<file path="src/rtl/id_ex_stage.sv">
// ID->EX pipeline register with operand forwarding and load-use hazard stall; FORWARDING_EN selects forwarding vs. stall-on-any-pending-write.
// Latency: one cycle ID->EX; forwarding muxes are combinational on the registered source indices.
// Backpressure: id_stall holds IF/ID and injects a bubble into EX; flush overrides stall and kills the entering instruction.
module id_ex_stage (
    input  logic        clk,
    input  logic        rst_n,
    input  logic        flush,
    input  logic        id_valid,
    input  logic [4:0]  id_rs1,
    input  logic [4:0]  id_rs2,
    input  logic [4:0]  id_rd,
    input  logic [31:0] id_rd1,
    input  logic [31:0] id_rd2,
    input  logic [31:0] id_imm,
    input  logic [3:0]  id_alu_sel,
    input  logic        id_src_b,
    input  logic        id_mem_read,
    input  logic [4:0]  mem_rd,
    input  logic [31:0] mem_result,
    input  logic [4:0]  wb_rd,
    input  logic [31:0] wb_result,
    output logic        id_stall,
    output logic        ex_valid,
    output logic [31:0] ex_d0,
    output logic [31:0] ex_d1,
    output logic [3:0]  ex_s,
    output logic [4:0]  ex_rd,
    output logic        ex_mem_read,
    output logic [31:0] ex_store_data
);

    logic        valid_q;
    logic [4:0]  rs1_q;
    logic [4:0]  rs2_q;
    logic [4:0]  rd_q;
    logic [31:0] rd1_q;
    logic [31:0] rd2_q;
    logic [31:0] imm_q;
    logic [3:0]  alu_sel_q;
    logic        src_b_q;
    logic        mem_read_q;

    logic        stall;
    logic [31:0] op_a;
    logic [31:0] op_b;

    // Bubble on flush or stall; the remaining fields simply hold.
    always_ff @(posedge clk or negedge rst_n) begin
        if (!rst_n) begin
            valid_q    <= 1'b0;
            rs1_q      <= 5'd0;
            rs2_q      <= 5'd0;
            rd_q       <= 5'd0;
            rd1_q      <= 32'd0;
            rd2_q      <= 32'd0;
            imm_q      <= 32'd0;
            alu_sel_q  <= 4'd0;
            src_b_q    <= 1'b0;
            mem_read_q <= 1'b0;
        end else if (flush || stall) begin
            valid_q    <= 1'b0;
        end else begin
            valid_q    <= id_valid;
            rs1_q      <= id_rs1;
            rs2_q      <= id_rs2;
            rd_q       <= id_rd;
            rd1_q      <= id_rd1;
            rd2_q      <= id_rd2;
            imm_q      <= id_imm;
            alu_sel_q  <= id_alu_sel;
            src_b_q    <= id_src_b;
            mem_read_q <= id_mem_read;
        end
    end

`ifdef FORWARDING_EN
    function automatic logic [31:0] fwd_sel(
        input logic [4:0]  rs,
        input logic [31:0] rf_dat,
        input logic [4:0]  m_rd,
        input logic [31:0] m_dat,
        input logic [4:0]  w_rd,
        input logic [31:0] w_dat
    );
        if (rs != 5'd0 && rs == m_rd)
            return m_dat;
        else if (rs != 5'd0 && rs == w_rd)
            return w_dat;
        else
            return rf_dat;
    endfunction

    always_comb begin
        op_a = fwd_sel(rs1_q, rd1_q, mem_rd, mem_result, wb_rd, wb_result);
        op_b = fwd_sel(rs2_q, rd2_q, mem_rd, mem_result, wb_rd, wb_result);
    end

    // Only a load in EX cannot be forwarded in time; depends on registered state and ID only.
    always_comb begin
        stall = 1'b0;
        if (!flush && id_valid && valid_q && mem_read_q && rd_q != 5'd0 &&
            (rd_q == id_rs1 || rd_q == id_rs2))
            stall = 1'b1;
    end
`else
    function automatic logic pending_hit(
        input logic [4:0] rs,
        input logic       ex_vld,
        input logic [4:0] e_rd,
        input logic [4:0] m_rd,
        input logic [4:0] w_rd
    );
        return (rs != 5'd0) && ((ex_vld && rs == e_rd) || rs == m_rd || rs == w_rd);
    endfunction

    always_comb begin
        op_a = rd1_q;
        op_b = rd2_q;
    end

    // Without bypass paths, any in-flight writer of a source register must drain first.
    always_comb begin
        stall = 1'b0;
        if (!flush && id_valid &&
            (pending_hit(id_rs1, valid_q, rd_q, mem_rd, wb_rd) ||
             pending_hit(id_rs2, valid_q, rd_q, mem_rd, wb_rd)))
            stall = 1'b1;
    end
`endif

    assign id_stall      = stall;
    assign ex_valid      = valid_q;
    assign ex_d0         = op_a;
    assign ex_d1         = src_b_q ? imm_q : op_b;
    assign ex_s          = alu_sel_q;
    assign ex_rd         = valid_q ? rd_q : 5'd0;
    assign ex_mem_read   = valid_q & mem_read_q;
    assign ex_store_data = op_b;

endmodule

</file>
<file path="config.mk">
export PLATFORM = sky130hd
export DESIGN_NAME = id_ex_stage
export DESIGN_NICKNAME = d
export VERILOG_FILES = /design/src/rtl/id_ex_stage.sv
export SDC_FILE = /design/constraint.sdc
export NUM_CORES = 1
export LEC_CHECK = 0
export ABC_AREA = 1
export BUFFER_PORTS_ARGS = -buffer_cell sky130_fd_sc_hd__buf_2
export CAP_MARGIN = 5
export CORE_AREA = 2 2 119 121
export DETAILED_ROUTE_END_ITERATION = 7
export DIE_AREA = 0 0 121 123
export GPL_TIMING_DRIVEN = 0
export PLACE_DENSITY = 0.7
export SLEW_MARGIN = 25
export SYNTH_ARGS = -nofsm -noshare
export SYNTH_HDL_FRONTEND = slang
export SYNTH_SLANG_ARGS = --single-unit
export TNS_END_PERCENT = 1
</file>
<file path="constraint.sdc">
create_clock -name clk -period 1.7 [get_ports clk]
set_input_delay 0.34 -clock clk [delete_from_list [all_inputs] [get_ports clk]]
set_output_delay 0.34 -clock clk [all_outputs]
set_load 0.05 [all_outputs]
</file>
# --- Yosys cells after proc, flatten, opt, wreduce, memory -nomap -nowiden ---
# Cells that the tools add are included.
totals:
  inputBits: 195
  reg_bits: 108
  rom_bits: 0
  output_inout_bits: 108
  latchBits: 0
  memories: 0
  elab_cells: 34
  ram_bits: 0
op_classes:
  mul: 0
  muxes: 4
  n_div: 0
  reduce_logical: 15
  n_eq_ne: 6
  n_shift: 0
  magnitude_cmp: 0
  bitwise: 1
  n_addsub: 0
ops:
  columns: ["op", "count"]
  rows:
  - ["$mux 32", 1]
  - ["$eq 5x5->1", 6]
  - ["$reduce_bool 5->1", 2]
  - ["$logic_and 1x1->1", 6]
  - ["$logic_or 1x1->1", 6]
  - ["$mux 5", 1]
  - ["$mux 1", 2]
  - ["$and 1x1->1", 1]
  - ["$logic_not 1->1", 1]

# --- Depth between registers and ports, before layout ---
depth:
  word_depth: 10
  depth_mapped: 14
  depth_no_buf: 12

# --- Worst setup path after synthesis ---
# OpenSTA, ideal clock, no wires.
synth_path:
  kind: "register -> output"
  start: "register valid_q (netlist: ex_valid)"
  end: "output port id_stall"
  arrival_time_ns: 1.867
  n_path_buf: 2
  t_required_ns: 1.360
  stages_incl_launch_ff: 11
  slack_ns: -0.507
  cell_sequence: "dfrtp_1 > buf_2 > nand2_1 > nor2_1 > nand3_1 > nand3_1 > nand2_1 > nand2_1 > nand2_2 > buf_2 > inv_1"
synth_via:
  elab_chain_len: 7
  word_cells_on_any_way: 11
  classes_between: "mux (1); reduce/logical (10)"
synth_lines:
  columns: ["element", "line_no", "text"]
  rows:
  - ["from (decl)", "32", "logic valid_q;"]
  - ["from (signal assigned)", "63", "valid_q <= id_valid;"]
  - ["$logic_and 1x1->1", "113", "return (rs != 5'd0) && ((ex_vld && rs == e_rd) || rs == m_rd || rs == w_rd);"]
  - ["$logic_or 1x1->1 (2 in a row)", "113", null]
  - ["$logic_and 1x1->1", "113", null]
  - ["$logic_or 1x1->1 (*)", "125", "(pending_hit(id_rs1, valid_q, rd_q, mem_rd, wb_rd) ||"]
  - ["$logic_and 1x1->1 (*)", "124", "if (!flush && id_valid &&"]
  - ["$mux 1 (*)", "124", null]
  - ["to (decl)", "22", "output logic id_stall,"]
# Every way passes the cells marked *; elsewhere a longest branch is shown, timed or not.

# --- Final worst setup path ---
layout_path:
  start: "register rd_q[0]"
  end: "output port id_stall"
layout_via:
  elab_chain_len: 8
  word_cells_on_any_way: 13
  classes_between: "eq/ne (2); mux (1); reduce/logical (10)"
layout_lines:
  columns: ["element", "line_no", "text"]
  rows:
  - ["from (decl)", "35", "logic [4:0] rd_q;"]
  - ["from (signal assigned)", "66", "rd_q <= id_rd;"]
  - ["$eq 5x5->1", "113", null]
  - ["$logic_and 1x1->1", "113", null]
  - ["$logic_or 1x1->1 (2 in a row)", "113", null]
  - ["$logic_and 1x1->1", "113", null]
  - ["$logic_or 1x1->1 (*)", "125", null]
  - ["$logic_and 1x1->1 (*)", "124", null]
  - ["$mux 1 (*)", "124", null]
# Marked as above.

==> results.ini <==
[global_route]
grt_pass1_wl_um=25000
grt_usage=0.215
first_global_vias=5041
antenna_found_initial=3
grt-ovfl-total=0
grt_max_degree=67

[setup_path]
worstPathMaxFanout=6
cp-startpoint=rd_q[0]
cpMaxStageDelayCell=dfrtp_1
crit_arrival_ns=1.74
r2r_start=rd_q[1]
path_class=flip-flop to output port
cp_top_family=simple AND/OR/NAND/NOR gates
cp_num_buf_inv=3
cp_slowest_stage_delay_ns=0.44
reg2reg_setup_slack_ns=-0.18
crit_chain=nand2_1 -> nand2_1 -> nor2_1 -> nand3_1 -> nand3_2 -> nand2_2 -> nand2_4 -> nand2_8 -> buf_8 -> clkinvlp_4 -> buf_8
end_kind=output port
startpoint_type=flip-flop
cp.required_ns=1.36

[power_and_ir_drop]
peakVddDrop_mv=0.650
power_leakage_nw=4.20
power.density_mw_per_mm2=1130

[layout]
drive_gt1_frac=0.379
most-common-layout-cells=nand2_1, buf_2, nand3_1
fin_cells=1092
syn2layout_area_growth_pct=39.7
nNetsFinal=1100
layout_commonest_cell=nand2_1

[synth]
syn_avg_cell_area_um2=8.06
synth_top_area_frac=0.519
yosysUniqueCellTypes=17
yosysTopAreaCell=dfrtp_1
ys_ff_latch=108
yosys_warnings=0
syn_area_mm2=0.00520
netlist_instances=646
synthTopCellsByArea=dfrtp_1, nand2_1, nand3_1
synthesis.nets=841
ys_seq_area_frac=0.519

[timing]
timing.fmax_ghz=0.480
slew_violations=0
maxSlewHeadroom=0.619
clock_skew_ns=0.00802
finalWorstSetupSlack_ns=-0.381
period_share=1.22
setup_violations=139
rsz0062_at_grt=true
hold_viol_final=0
setup_tns_ns=-15.48
worst_pin_slew_ns=0.572
timing.final.crit_period_ns=2.08

[place]
place.gp.congestion=0.858
post-dp-hpwl_um=11800
dp.cells=1065
port-buffer-count=238

[clocking]
h-tree-depth=3
clock-sinks=108
ctsRootBufferMaster=clkbuf_16
path_clk_slew_ns=0.07
cts-buffers-inserted=9
cts_tree=done
clk_latency_ns=0.35
cts_max_path_buffers=2

[die]
die_h_um=123
dieWidth_um=121
dieArea_mm2=0.0149
io_pins=303
initial_utilization=0.382
num_rows=43
coreArea_mm2=0.0136

[route]
wl_per_cell_um=14.6
drcViolationCount=0
routed_via_density=4.71
first_pass_iters=5
drt-initial-drc-count=249
antenna_left=0
wirelength_um=16000
vias=5140

[hold_path]
worstHoldPathType=primary input to flip-flop
hold_start=id_rd2[9]

[job]
maxCapViolCount=0

[outcome]
violations=negative setup slack
outcome=finished with violations

## final cells by class
class | instances | area [µm²]
Multi-Input combinational cell | 469 | 2240
Buffer | 37 | 282
Sequential cell | 108 | 2710
Inverter | 31 | 120
Clock inverter | 5 | 106
Fill cell | 1369 | 6340
Clock buffer | 11 | 253
Timing Repair Buffer | 249 | 1330
Tap cell | 180 | 225
Antenna cell | 2 | 5.00
## layer usage
metal,global-route usage,up-vias,wire length [µm]
li1,-,2563,-
met4,0.0930,0,418
met5,0,-,0
met2,0.354,178,7620
met3,0.0526,31,1120
met1,0.271,2368,6810
## sequential cells by signal (all words and copies together) (netlist names)
register,count
ex_valid,1
src_b_q,1
rd_q,5
ex_d0,32
imm_q,32
ex_store_data,32
mem_read_q,1
ex_s,4
## worst register-to-register path, delay by kind of cell, from the launching register on
kind	cells	cell delay [ns]
flops	1	0.41
compound gates	1	0.07
buf+inv	4	0.59
simple gates	10	0.73
## synthesized netlist by cell type
master	number
buf_1	1
buf_2	18
buf_6	4
clkbuf_1	15
dfrtp_1	108
inv_1	23
inv_2	8
mux2_2	32
nand2_1	287
nand2_2	1
nand2_4	1
nand3_1	117
nor2_1	22
nor3_1	2
o21ai_0	1
xnor2_1	4
xor2_1	2
## logic make-up after synthesis
kind of cell,count (synthesis),share of synthesized area
buffers and inverters,69,0.0599
flip-flops,108,0.519
AO/OA/AOI/OAI,1,0.000961
AND/OR/NAND/NOR,430,0.341
multiplexers,32,0.0692
XOR/XNOR,6,0.0101
## path summary, 6_finish.rpt
check,cells past startpoint,to
max in group asynchronous,3,src_b_q
min reg2reg,2,imm_q[19]
min in group asynchronous,2,imm_q[4]
max,11,id_stall
max reg2reg,15,ex_store_data[24]
min,3,ex_store_data[9]
## where the power goes
group          switching (W)  total, W  internal (W)
combinational        0.00188   0.00265      0.000764
sequential          0.000195   0.00305       0.00286
clock               0.000962   0.00249       0.00153
## through the flow
stage               power (W)  setup slack, ns  area, µm²   util  hold slack (ns)
finish                0.00819           -0.381       7270  0.534            0.217
global route          0.00859           -0.528       7270  0.534            0.216
CTS                   0.00822           -0.459       7190  0.529            0.206
detailed placement    0.00566           -0.414       6680  0.491            0.283
global placement      0.00562            -1.22       6650  0.488            0.449
floorplan             0.00489           -0.107       5230      -           0.0444
## timing repair
item                                   4_1_cts  5_1_grt
hold buffers                                 1        0
resized for setup                           38       14
setup endpoints to repair                  137      139
buffers inserted                             4        5
endpoints found under the hold margin       42        0
pin swaps                                    5        6
(Power assumes the default switching activity.)
